[src/rtl/prog_loader_pkg.sv]
// Shared types and constants for the program loader and its per-core banks.
package prog_loader_pkg;

    typedef enum logic [2:0] {
        ST_IDLE,
        ST_CORE,
        ST_LEN,
        ST_HI,
        ST_LO,
        ST_CSUM,
        ST_COMMIT
    } state_t;

    localparam logic [7:0]  SYNC_BYTE      = 8'h5A;
    localparam int unsigned DEF_PROG_DEPTH = 15;
    localparam int unsigned DEF_INSTR_W    = 16;

    // Program-counter / length type shared with core.
    typedef logic [3:0] pc_len_t;

endpackage

[src/rtl/prog_bank.sv]
// Live instruction store, program length and run flag for one core.
module prog_bank
    import prog_loader_pkg::*;
#(
    parameter int unsigned PROG_DEPTH = DEF_PROG_DEPTH,
    parameter int unsigned INSTR_W    = DEF_INSTR_W
) (
    input  logic                          clk,
    input  logic                          rst,
    input  logic                          load,
    input  logic                          run_clr,
    input  pc_len_t                       len_in,
    input  logic [PROG_DEPTH*INSTR_W-1:0] data_in,
    output logic [PROG_DEPTH*INSTR_W-1:0] prog,
    output pc_len_t                       p_length,
    output logic                          run
);

    logic [PROG_DEPTH*INSTR_W-1:0] store_q, store_d;
    pc_len_t                       len_q, len_d;
    logic                          run_q, run_d;

    always_comb begin
        store_d = store_q;
        len_d   = len_q;
        run_d   = run_q;
        if (run_clr) begin
            run_d = 1'b0;
        end
        if (load) begin
            store_d = data_in;
            len_d   = len_in;
            run_d   = 1'b1;
        end
    end

    always_ff @(posedge clk or posedge rst) begin
        if (rst) begin
            store_q <= '0;
            len_q   <= '0;
            run_q   <= 1'b0;
        end else begin
            store_q <= store_d;
            len_q   <= len_d;
            run_q   <= run_d;
        end
    end

    assign prog     = store_q;
    assign p_length = len_q;
    assign run      = run_q;

endmodule

[src/rtl/prog_loader.sv]
// Byte-stream frame parser that loads per-core programs through a shadow store.
// Optional trailing XOR checksum byte enabled by PROG_LOADER_CHECKSUM_EN.
module prog_loader
    import prog_loader_pkg::*;
#(
    parameter int unsigned NCORES     = 2,
    parameter int unsigned PROG_DEPTH = DEF_PROG_DEPTH,
    parameter int unsigned INSTR_W    = DEF_INSTR_W
) (
    input  logic                                 clk,
    input  logic                                 rst,
    input  logic                                 in_valid,
    output logic                                 in_ready,
    input  logic [7:0]                           in_data,
    output logic [NCORES*PROG_DEPTH*INSTR_W-1:0] prog,
    output logic [NCORES*4-1:0]                  pLength,
    output logic [NCORES-1:0]                    run,
    output logic                                 done,
    output logic                                 err
);

    localparam int unsigned IDX_W    = (NCORES > 1) ? $clog2(NCORES) : 1;
    localparam int unsigned STORE_W  = PROG_DEPTH * INSTR_W;
    localparam logic [7:0]  NCORES_B = 8'(NCORES);
    localparam logic [7:0]  DEPTH_B  = 8'(PROG_DEPTH);

    state_t             state_q, state_d;
    logic [IDX_W-1:0]   idx_q, idx_d;
    pc_len_t            len_q, len_d;
    pc_len_t            k_q, k_d;
    logic [7:0]         hi_q, hi_d;
    logic [7:0]         csum_q, csum_d;
    logic [STORE_W-1:0] shadow_q, shadow_d;
    logic               err_q, err_d;

    logic               accept;
    logic               commit_now;
    logic               run_clr_now;
    pc_len_t            commit_len;
    logic [STORE_W-1:0] commit_data;
    logic [15:0]        word;

    assign in_ready = (state_q != ST_COMMIT);
    assign accept   = in_valid && in_ready;
    assign done     = (state_q == ST_COMMIT);
    assign err      = err_q;
    assign word     = {hi_q, in_data};

    // Banks load on the edge that enters COMMIT, so the store, length, run and
    // done all become visible together in the COMMIT cycle.
    always_comb begin
        state_d     = state_q;
        idx_d       = idx_q;
        len_d       = len_q;
        k_d         = k_q;
        hi_d        = hi_q;
        csum_d      = csum_q;
        shadow_d    = shadow_q;
        err_d       = 1'b0;
        commit_now  = 1'b0;
        run_clr_now = 1'b0;
        commit_len  = len_q;
        case (state_q)
            ST_IDLE: begin
                if (accept && in_data == SYNC_BYTE) begin
                    csum_d  = '0;
                    state_d = ST_CORE;
                end
            end
            ST_CORE: begin
                if (accept) begin
                    csum_d = csum_q ^ in_data;
                    if (in_data >= NCORES_B) begin
                        err_d   = 1'b1;
                        state_d = ST_IDLE;
                    end else begin
                        idx_d       = IDX_W'(in_data);
                        run_clr_now = 1'b1;
                        state_d     = ST_LEN;
                    end
                end
            end
            ST_LEN: begin
                if (accept) begin
                    csum_d = csum_q ^ in_data;
                    k_d    = '0;
                    if (in_data > DEPTH_B) begin
                        err_d   = 1'b1;
                        state_d = ST_IDLE;
                    end else begin
                        len_d      = pc_len_t'(in_data);
                        commit_len = len_d;
                        if (in_data == 8'h00) begin
`ifdef PROG_LOADER_CHECKSUM_EN
                            state_d = ST_CSUM;
`else
                            commit_now = 1'b1;
                            state_d    = ST_COMMIT;
`endif
                        end else begin
                            state_d = ST_HI;
                        end
                    end
                end
            end
            ST_HI: begin
                if (accept) begin
                    csum_d  = csum_q ^ in_data;
                    hi_d    = in_data;
                    state_d = ST_LO;
                end
            end
            ST_LO: begin
                if (accept) begin
                    csum_d = csum_q ^ in_data;
                    for (int unsigned s = 0; s < PROG_DEPTH; s++) begin
                        if (k_q == pc_len_t'(s)) begin
                            shadow_d[s*INSTR_W +: INSTR_W] = INSTR_W'(word);
                        end
                    end
                    if (k_q == len_q - 4'd1) begin
`ifdef PROG_LOADER_CHECKSUM_EN
                        state_d = ST_CSUM;
`else
                        commit_now = 1'b1;
                        state_d    = ST_COMMIT;
`endif
                    end else begin
                        k_d     = k_q + 4'd1;
                        state_d = ST_HI;
                    end
                end
            end
`ifdef PROG_LOADER_CHECKSUM_EN
            ST_CSUM: begin
                if (accept) begin
                    if (in_data == csum_q) begin
                        commit_now = 1'b1;
                        state_d    = ST_COMMIT;
                    end else begin
                        err_d   = 1'b1;
                        state_d = ST_IDLE;
                    end
                end
            end
`endif
            ST_COMMIT: state_d = ST_IDLE;
            default:   state_d = ST_IDLE;
        endcase
    end

    // Slots at or beyond the new length are zeroed in the committed image.
    always_comb begin
        commit_data = '0;
        for (int unsigned s = 0; s < PROG_DEPTH; s++) begin
            if (pc_len_t'(s) < commit_len) begin
                commit_data[s*INSTR_W +: INSTR_W] = shadow_d[s*INSTR_W +: INSTR_W];
            end
        end
    end

    always_ff @(posedge clk or posedge rst) begin
        if (rst) begin
            state_q  <= ST_IDLE;
            idx_q    <= '0;
            len_q    <= '0;
            k_q      <= '0;
            hi_q     <= '0;
            csum_q   <= '0;
            shadow_q <= '0;
            err_q    <= 1'b0;
        end else begin
            state_q  <= state_d;
            idx_q    <= idx_d;
            len_q    <= len_d;
            k_q      <= k_d;
            hi_q     <= hi_d;
            csum_q   <= csum_d;
            shadow_q <= shadow_d;
            err_q    <= err_d;
        end
    end

    for (genvar c = 0; c < NCORES; c++) begin : g_bank
        prog_bank #(
            .PROG_DEPTH (PROG_DEPTH),
            .INSTR_W    (INSTR_W)
        ) u_bank (
            .clk      (clk),
            .rst      (rst),
            .load     (commit_now && (idx_q == IDX_W'(c))),
            .run_clr  (run_clr_now && (idx_d == IDX_W'(c))),
            .len_in   (commit_len),
            .data_in  (commit_data),
            .prog     (prog[c*STORE_W +: STORE_W]),
            .p_length (pLength[c*4 +: 4]),
            .run      (run[c])
        );
    end

endmodule

[config.mk]
export PLATFORM = sky130hd
export DESIGN_NAME = prog_loader
export DESIGN_NICKNAME = d
export VERILOG_FILES = /design/src/rtl/prog_loader_pkg.sv /design/src/rtl/prog_bank.sv /design/src/rtl/prog_loader.sv
export SDC_FILE = /design/constraint.sdc
export NUM_CORES = 1
export LEC_CHECK = 0
export BUFFER_PORTS_ARGS = -buffer_cell sky130_fd_sc_hd__buf_2
export CORE_MARGIN = 1.5
export CORE_UTILIZATION = 48
export CTS_CLUSTER_SIZE = 14
export DETAILED_ROUTE_END_ITERATION = 8
export PLACE_DENSITY_LB_ADDON = 0.08
export SETUP_SLACK_MARGIN = 0.3
export SKIP_LAST_GASP = 1
export SLEW_MARGIN = 20
export SYNTH_ARGS = -nofsm -noshare
export SYNTH_HDL_FRONTEND = slang
export SYNTH_SLANG_ARGS = --single-unit
[constraint.sdc]
create_clock -name clk -period 28.3 [get_ports clk]
set_input_delay 2.83 -clock clk [delete_from_list [all_inputs] [get_ports clk]]
set_output_delay 2.83 -clock clk [all_outputs]
set_load 0.02 [all_outputs]
==> results of run 1 <==
cell families (layout without fill, tap and decap cells):
logic type,count (synthesis),in the layout,synth area share
compound gates,41,41,0.00899
xor+xnor,5,5,0.00183
fa+ha+maj,5,5,0.00199
buf+inv,366,916,0.0561
flops,751,751,0.598
mux,752,752,0.284
simple gates,323,323,0.0494
cells in the final DEF, fill, tap and decap left out, drive strengths merged, types with 2 or more instances in the layout:
cell,count
nand3,8
a31oi,4
nand4,6
buf,538
inv,237
o211ai,4
nand3b,6
and2b,6
nor4,5
nor2,229
dfrtp,751
clkbuf,114
a21o,2
nor3,14
o211a,2
mux2i,229
nand2,11
a21oi,9
bufinv,6
nor3b,2
or4,2
o21ai,8
nor2b,17
nand4bb,4
nand2b,7
xor2,3
clkinv,20
mux2,523
a211oi,2
ha,5
report_power, final:
part           switching (W)  internal (W)  total [W]  leakage [nW]
registers         0.00000122       0.00107    0.00108          10.5
clock network       0.000431      0.000629    0.00106          1.32
logic              0.0000313    0.00000461  0.0000359          10.1
total               0.000464       0.00171    0.00217          21.9
registers in the layout, indices dropped and copies added, names as in the netlist:
signal	flops
g_bank.u_bank.p_length	8
len_q	4
state_q	3
g_bank.u_bank.run	2
k_q	4
hi_q	8
shadow_q	240
idx_q	1
err	1
g_bank.u_bank.prog	480
cell type report:
| cell class | count | area, um^2 | area share |
|---|---|---|---|
| sequential | 751 | 18800 | 0.504 |
| clock buffer | 114 | 2330 | 0.0626 |
| tap | 855 | 1070 | 0.0287 |
| inverter | 235 | 890 | 0.0239 |
| clock inverter | 29 | 328 | 0.00880 |
| timing repair buffer | 538 | 2850 | 0.0765 |
| multi-input combinational | 1126 | 11000 | 0.295 |
worst max-delay path by stage:
stage | start | end | cells past startpoint
6_report | in_data[7] | g_bank[0].u_bank.prog[181] | 9
5_1_grt | in_data[6] | g_bank[0].u_bank.prog[166] | 9
4_1_cts | in_data[7] | g_bank[0].u_bank.prog[79] | 9
3_5_place_dp | in_data[6] | g_bank[0].u_bank.prog[66] | 9
3_3_place_gp | in_data[6] | g_bank[0].u_bank.prog[178] | 9
2_1_floorplan | rst | err | 1
per-stage QoR:
step           hold WS (ns)  total power, W  cell area (um^2)
2_1_floorplan         0.446         0.00112             31500
3_3_place_gp          0.460         0.00113             34500
3_5_place_dp          0.464         0.00113             34600
4_1_cts               0.478         0.00220             37200
5_1_grt               0.484         0.00224             37300
6_report              0.475         0.00217             37300
per-layer routing:
metal / up-vias / share of wire
li1: 8429 / -
met1: 9866 / 0.44
met2: 442 / 0.48
met3: 112 / 0.060
met4: 0 / 0.021
met5: - / 0
critical path, cell delays in order:
cell and delay [ns]:
buf_2 0.12, buf_4 0.24, nor4_4 0.43, nand3_4 0.33, or2_1 0.39, a21oi_4 0.82, buf_4 0.58, buf_4 0.67
mux2_2 0.41
==> reports/metrics.yaml, run 1 <==
routing:
  wire_per_inst_um: 22.9
  firstDrtPassIters: 4
  vias_per_cell: 5.17
  via_count: 18800
  postRouteAntennaNets: 0
  dr.first_iter.drc_count: 1299
  route.detailed.drc: 0
  wl_um: 83600
hold_path:
  hold-path-endpoint: "shadow_q[170]"
  min_from: "shadow_q[170]"
  holdPathStages: 2
  min_path_type: "flop to flop"
status:
  status: "finished clean"
sta:
  slew_headroom: 0.199
  fin_worst_skew_ns: 0.0207
  final-max-slew-violation-count: 0
  min_period_over_period: 0.227
  hold_viol: 0
  period_minus_slack_ns: 6.43
  clock.fmax_mhz: 156
  timing.final.ws_setup_ns: 21.87
  worst_pin_slew_ns: 1.20
  setup_violations: 0
  tns_ns: 0
  grt_setup_unrepaired: "no"
floorplanning:
  ioPinCount: 504
  std_cell_rows: 93
  die_y_um: 259
  die-area_um2: 67100
  initial_utilization: 0.487
  core_area_um2: 64600
  die_x_um: 259
cts:
  cts_root_buf: "clkbuf_16"
  clk_pin_slew_ns: 0.06
  hold_buffers: 0
  clk_path_buf_depth: 3
  ctsResizeCount: 0
  clock_latency_ns: 0.62
  cts_sinks: 751
  cts_buffers: 80
  htree_levels: 3
  cts_setup_buffers: 0
  cts_tree: "yes"
power_and_ir_drop:
  power.density_nw_per_um2: 58.3
  ir_drop_mv: 0.0394
  power.leakage_nw: 21.9
place:
  dpl.cell_count: 3503
  portBuffers: 503
  place_ws_ns: 21.16
  gp_congestion: 0.803
  dp_hpwl_um: 54400
synthesis:
  netlist_area_um2: 31500
  yosys_warnings: 0
  synth.area.top_cells: "dfrtp_1, mux2_2, mux2_4, mux2i_1, inv_1"
  ys_seq_area_frac: 0.598
  postSynthCellCount: 2243
  ys.flop_type: "dfrtp_1"
  synth_seq_cells: 751
  async_flop_share: 1.00
  syn_nets: 2259
  synth_top_area_share: 0.598
  synth_cell_types: 59
  synth_top_cell_by_area: "dfrtp_1"
  yosysMostFrequentCell: "dfrtp_1"
  synth_edf_count: 0
  avgSynthCellArea_um2: 14.0
  synth_common_cells: "dfrtp_1, mux2_2, inv_1"
global_routing:
  busiest_layer: "met2"
  grt_util_all_layers: 0.250
  grt_overflow: 0
  grt_pass1_vias: 19900
  met1_usage: 0.345
  grt_max_degree: 133
  use_met2: 0.400
  grt_util_met3: 0.0567
  grt_pass1_wl_um: 127000
  antenna_found_initial: 0
critical_path:
  cp.arrival_ns: 6.92
  end_kind: "flop"
  r2r_setup_slack_ns: 23.79
  r2r-start: "state_q[2]"
  r2r-end: "g_bank[0].u_bank.prog[181]"
  cp.required_ns: 28.79
  cp-start-kind: "primary input"
  rr_worst_depth: 6
  crit_path_max_fanout: 48
  path_class: "primary input to flop"
cells_and_area:
  fin_nets: 2748
  nFillCells: 5379
  drive_gt1_frac: 0.437
  area_growth_syn_to_layout_pct: 18.5
  n_antenna_cell: 0
  fin_cells: 3648
  final_util: 0.577
job:
  max-cap-violations: 0
Note: power is estimated with default switching activity, not from simulation.
==> run 2: changes to the inputs <==
==> constraint.sdc (replaced) <==
create_clock -name clk -period 6.3 [get_ports clk]
set_input_delay 0.63 -clock clk [delete_from_list [all_inputs] [get_ports clk]]
set_output_delay 0.63 -clock clk [all_outputs]
set_load 0.02 [all_outputs]
==> run 2 against run 1 <==
Effect of this change: hold slack worse by 0.24 ns; final cell count about the same; worst setup slack worse by 19 ns; critical endpoint is now g_bank[1].u_bank.prog[229]; largest cell class unchanged; largest power group unchanged; highest routed layer unchanged.
==> reports/metrics.yaml, run 2 (synthesis gave the netlist of run 1 again) <==
routing:
  dr.first_iter.drc_count: 1200  # -7.6%
  via_count: 18900  # +0.40%
  firstDrtPassIters: 7  # +3
  postRouteAntennaNets: 0  # unchanged
  wl_um: 84400  # +1.1%
  vias_per_cell: 5.19  # +0.37%
  wire_per_inst_um: 23.1  # +1.0%
  route.detailed.drc: 0  # unchanged
critical_path:
  cp-start-kind: "flop"
  end_kind: "flop"
  cp.required_ns: 6.79  # -22.00 ns
  path_class: "flop to flop"
  crit_path_max_fanout: 51  # +6.3%
  cp.arrival_ns: 4.37  # -2.55 ns
  crit_family: "buffers and inverters"
  cp_num_buf_inv: 2  # -2
  slowest_delay_ns: 0.86  # +0.04 ns
  slowest_stage: "a21o_4"
  path_cells: "inv_1, ha_1, xor2_1, and3_1, nand3_1, a21o_4, buf_4, mux2_2"
global_routing:
  grt_max_degree: 186  # +40%
  grt_util_all_layers: 0.252  # +0.00208
  antenna_found_initial: 2  # +2
  grt_pass1_vias: 19900  # -0.17%
  grt_pass1_wl_um: 128000  # +0.65%
  grt_overflow: 0  # unchanged
hold_path:
  min_path_type: "primary input to asynchronous set/reset pin"
sta:
  clock.fmax_mhz: 258
  grt_setup_unrepaired: "no"
  fin_worst_skew_ns: 0.0170  # -0.00377 ns
  slew_headroom: 0.265  # +0.0667
  period_minus_slack_ns: 3.88
  final-max-slew-violation-count: 0  # unchanged
  hold_viol: 0  # unchanged
  worst_pin_slew_ns: 1.10  # -0.0998 ns
  tns_ns: 0  # unchanged
  min_period_over_period: 0.615
  holdWs_ns: 0.236  # -0.239 ns
  setup_violations: 0  # unchanged
floorplanning:
  initial_utilization: 0.487  # unchanged
  ioPinCount: 504  # unchanged
  die_y_um: 259  # unchanged
  core_area_um2: 64600  # unchanged
  std_cell_rows: 93  # unchanged
  die_x_um: 259  # unchanged
  die-area_um2: 67100  # unchanged
cts:
  cts_setup_buffers: 0  # unchanged
  clk_path_buf_depth: 3  # unchanged
  hold_buffers: 0  # unchanged
  cts_tree: "yes"
  htree_levels: 3  # unchanged
  ctsResizeCount: 0  # unchanged
  clk_pin_slew_ns: 0.06  # about the same
  cts_root_buf: "clkbuf_16"
  cts_buffers: 80  # unchanged
  cts_sinks: 751  # unchanged
  clock_latency_ns: 0.62  # about the same
place:
  place_area_um2: 34600  # +0.12%
  dpl.cell_count: 3500  # -0.086%
  dp_hpwl_um: 54700  # +0.46%
  gp_congestion: 0.810  # +0.91%
  portBuffers: 503  # unchanged
cells_and_area:
  drive_gt1_frac: 0.435  # -0.00179
  mostFrequentLayoutCells: "dfrtp_1, buf_2, mux2_2"
  largest_register_ff_count: 480  # unchanged
  nFillCells: 5410  # +0.58%
  fin_nets: 2748  # unchanged
  area_growth_syn_to_layout_pct: 18.7
  final_common_cell: "dfrtp_1"
  fin_area_um2: 37300  # +0.21%
  fin_cells: 3649  # +0.027%
power_and_ir_drop:
  ir_drop_mv: 0.211  # +440%
  power.leakage_nw: 21.9  # about the same
  power_w: 0.00974  # +350%
  power.density_nw_per_um2: 261  # +350%
status:
  status: "finished clean"
job:
  max-cap-violations: 0  # unchanged
## run 2: cell count changes in the layout (fill, tap and decap cells not counted), sizes merged
cell	previous run	this run
inv	237	239
diode	0	1
clkinvlp	1	2
bufinv	6	4
clkbuf	114	123
clkinv	20	10
## run 2: path summary, 6_finish.rpt
check / end / cells after the start / startpoint / slack [ns]
max: g_bank[1].u_bank.prog[229] / 8 / len_q[0] / 2.42
min: shadow_q[187] / 2 / rst / 0.24
max reg2reg: g_bank[1].u_bank.prog[229] / 8 / len_q[0] / 2.42
min reg2reg: shadow_q[178] / 2 / shadow_q[178] / 0.48
max in group asynchronous: g_bank[0].u_bank.prog[64] / 4 / rst / 4.28
min in group clk: state_q[2] / 3 / in_valid / 0.42
## run 2: per-layer routing
metal  part of all wire  track usage  up-vias  routed length [um]
li1                   -            -     8436                   -
met1               0.45        0.355     9882               38000
met2               0.47        0.397      476               39800
met3              0.055       0.0539      130                4630
met4              0.024       0.0710        0                2000
met5                  0            0        -                   0
## run 2: report_power, final
group          internal (W)  switching (W)
registers           0.00483     0.00000545
logic             0.0000242       0.000144
clock network       0.00280        0.00195
total               0.00765        0.00210
## run 2: cell type report
| class | instances | area [um^2] | area share |
|---|---|---|---|
| Clock buffer | 123 | 2400 | 0.0642 |
| Timing Repair Buffer | 538 | 2950 | 0.0789 |
| Clock inverter | 20 | 258 | 0.00690 |
| Tap cell | 855 | 1070 | 0.0286 |
| Inverter | 235 | 886 | 0.0237 |
| Sequential cell | 751 | 18800 | 0.503 |
| Multi-Input combinational cell | 1126 | 11000 | 0.294 |
| Antenna cell | 1 | 2.50 | 0.0000670 |
## run 2: worst register-to-register path, delay by kind of cell, from the launching register on
family,cells,cell delay [ns]
muxes,1,0.47
adders and majority gates,1,0.32
buffers and inverters,2,0.97
DFF,1,0.55
and+or+nand+nor,2,0.41
AOI/OAI and AO/OA,1,0.86
xor gates and xnor gates,1,0.17
## run 2: metrics by stage
stage,utilization,setup slack (ns)
2_1_floorplan,-,-4.63
3_3_place_gp,0.535,2.16
3_5_place_dp,0.536,2.12
4_1_cts,0.577,2.45
5_1_grt,0.578,2.25
6_report,0.578,2.42
==> run 3: changes to the inputs <==
--- a/config.mk
+++ b/config.mk
@@ -5,6 +5,7 @@
 export SDC_FILE = /design/constraint.sdc
 export NUM_CORES = 1
 export LEC_CHECK = 0
+export ABC_AREA = 1
 export BUFFER_PORTS_ARGS = -buffer_cell sky130_fd_sc_hd__buf_2
 export CORE_MARGIN = 1.5
 export CORE_UTILIZATION = 48
==> constraint.sdc (replaced) <==
create_clock -name clk -period 3.2 [get_ports clk]
set_input_delay 0.32 -clock clk [delete_from_list [all_inputs] [get_ports clk]]
set_output_delay 0.32 -clock clk [all_outputs]
set_load 0.02 [all_outputs]
==> run 3 against run 2 <==
Effect of this change: sequential share of layout area increased by 2.8 points; clock skew increased by 0.0058 ns; largest cell class unchanged; wire length increased by 7.8%; global-route usage increased by 3.7 points; core utilization increased by 0.69 points; area after synthesis decreased by 6.4%; critical endpoint is now g_bank[0].u_bank.prog[107]; highest routed layer is now met5.
==> reports/metrics.yaml, run 3 <==
routing:
  vias_per_cell: 5.22  # +0.59%
  firstDrtPassIters: 5  # -2
  via_count: 23600  # +25%
  postRouteAntennaNets: 0  # unchanged
  route.detailed.drc: 0  # unchanged
  wl_um: 91000  # +7.8%
  dr.first_iter.drc_count: 2155  # +80%
  wire_per_inst_um: 20.1  # -13%
synthesis:
  synth_common_cells: "nand2_1, dfrtp_1, o21ai_1"
  yosysMostFrequentCell: "nand2_1"
  synth_top_cell_by_area: "dfrtp_1"
  netlist_area_um2: 29400  # -6.4%
  synth.area.top_cells: "dfrtp_1, nand2_1, o21ai_1, o21ai_0, inv_1"
  async_flop_share: 1.00  # unchanged
  synth_edf_count: 0  # unchanged
  synth_top_area_share: 0.638  # +0.0410
  syn_nets: 3245  # +44%
  postSynthCellCount: 3229  # +44%
  synth_seq_cells: 751  # unchanged
  synth_cell_types: 29  # -51%
  ys.flop_type: "dfrtp_1"
  avgSynthCellArea_um2: 9.12  # -35%
  yosys_warnings: 0  # unchanged
  ys_seq_area_frac: 0.638  # +0.0410
job:
  max-cap-violations: 0  # unchanged
global_routing:
  grt_util_all_layers: 0.289  # +0.0370
  grt_max_degree: 119  # -36%
  grt_pass1_wl_um: 139000  # +8.5%
  antenna_found_initial: 5  # +3
  grt_pass1_vias: 22800  # +15%
  grt_overflow: 0  # unchanged
critical_path:
  crit_top_cell: "nand2_1"
  cp.depth: 12  # +4
  slowest_stage: "buf_12"
  cp.arrival_ns: 3.26  # -1.11 ns
  critPathLaunch: "len_q[0]"
  end_kind: "flop"
  slowest_delay_ns: 0.47  # -0.39 ns
  cp_num_buf_inv: 2  # unchanged
  r2r_setup_slack_ns: 0.48  # -1.94 ns
  r2r-start: "len_q[0]"
  crit_family: "simple AND/OR/NAND/NOR gates"
  path_cells: "inv_1, ha_1, xor2_1, nand2_1, nor2_1, nand2_1, nand2_1, nand2_1, nor2_4, buf_12, nand3_1, nand2_1"
  rr_worst_depth: 12  # +4
  cp.required_ns: 3.74  # -3.05 ns
  crit_path_max_fanout: 112  # +120%
  cp-start-kind: "flop"
  path_class: "flop to flop"
cts:
  cts_tree: "yes"
  cts_setup_buffers: 0  # unchanged
  clk_path_buf_depth: 3  # unchanged
  clk_pin_slew_ns: 0.06  # about the same
  cts_sinks: 751  # unchanged
  clock_latency_ns: 0.62  # about the same
  cts_root_buf: "clkbuf_16"
  htree_levels: 3  # unchanged
  ctsResizeCount: 0  # unchanged
  cts_buffers: 79  # -1.3%
  hold_buffers: 0  # unchanged
floorplanning:
  die-area_um2: 62800  # -6.3%
  initial_utilization: 0.487  # about the same
  die_y_um: 251  # -3.2%
  die_x_um: 251  # -3.2%
  std_cell_rows: 90  # -3.2%
  core_area_um2: 60500  # -6.4%
  ioPinCount: 504  # unchanged
place:
  place_ws_ns: 0.476  # -1.64 ns
  dp_hpwl_um: 60000  # +9.7%
  gp_congestion: 0.844  # +4.2%
  portBuffers: 503  # unchanged
power_and_ir_drop:
  ir_drop_mv: 0.366  # +73%
  power.leakage_nw: 19.0  # -13%
  power_w: 0.0197  # +100%
  power.density_nw_per_um2: 556  # +110%
sta:
  grt_setup_unrepaired: "no"
  worst_pin_slew_ns: 1.09  # -0.00479 ns
  setup_violations: 0  # unchanged
  timing.final.ws_setup_ns: 0.483  # -1.94 ns
  final-max-slew-violation-count: 0  # unchanged
  hold_viol: 0  # unchanged
  period_minus_slack_ns: 2.72  # -1.16 ns
  slew_headroom: 0.270  # +0.00471
  fin_worst_skew_ns: 0.0228  # +0.00582 ns
  clock.fmax_mhz: 368  # +43%
  min_period_over_period: 0.849  # +0.234
  tns_ns: 0  # unchanged
  holdWs_ns: 0.0138  # -0.222 ns
cells_and_area:
  mostFrequentLayoutCells: "nand2_1, dfrtp_1, buf_2"
  final_util: 0.585  # +0.00693
  area_growth_syn_to_layout_pct: 20.2
  final_common_cell: "nand2_1"
  largest_register_ff_count: 480  # unchanged
  fin_nets: 3695  # +34%
  drive_gt1_frac: 0.196  # -0.240
hold_path:
  min_path_type: "primary input to asynchronous set/reset pin"
status:
  status: "finished clean"
run 3: cell count changes in the layout (fill, tap and decap cells not counted), sizes merged, moves of 112 or more:
cell,delta
nor2,-112
mux2i,-229
o21ai,+518
mux2,-523
nand3,+134
nand2,+1269
run 3: logic make-up (layout without fill, tap and decap cells):
family          after synthesis  in the layout  synth area share
buf+inv                     391            902            0.0598
compound gates              532            532            0.0915
xor+xnor                      2              2          0.000595
fa+ha+maj                     5              5           0.00213
other cells                   0              1                 0
flops                       751            751             0.638
simple gates               1548           1548             0.207
run 3: worst min-delay path: stages:
cell,delay [ns]
buf_2,0.13
clkinvlp_4,0.26
buf_12,0.28
run 3: metrics by stage:
stage / instance area (um^2) / std cells
2_1_floorplan: 29400 / 3229
3_3_place_gp: 32600 / 4380
3_5_place_dp: 32600 / 4380
4_1_cts: 35400 / 4522
5_1_grt: 35400 / 4522
6_report: 35400 / 4523
run 3: metal layers:
layer	part of all wire	vias to the layer above	global-route usage
li1	-	11100	-
met1	0.43	11500	0.396
met2	0.47	810	0.453
met3	0.072	169	0.0640
met4	0.036	6	0.109
met5	0.00038	-	0
run 3: power breakdown:
group | leakage [nW] | internal, W | switching [W] | total (W)
Sequential | 10.1 | 0.00952 | 0.0000242 | 0.00954
Combinational | 7.52 | 0.0000734 | 0.000388 | 0.000462
Clock | 1.38 | 0.00586 | 0.00381 | 0.00966
run 3: final cells by class:
type	instances	area [um^2]
repair buffers	562	3200
clock buffers	111	2390
multi-input cells	2087	8890
diodes	1	2.50
clock inverters	31	385
well taps	782	978
fillers	5413	25100
inverters	198	747
flip-flops and latches	751	18800
run 3: final timing paths:
kind                                                   end
worst min register to register    g_bank[1].u_bank.prog[0]
max in group asynchronous       g_bank[0].u_bank.prog[202]
worst max register to register  g_bank[0].u_bank.prog[107]
worst max-delay path            g_bank[0].u_bank.prog[107]
min in group clk                             shadow_q[213]
worst min-delay path            g_bank[1].u_bank.prog[123]
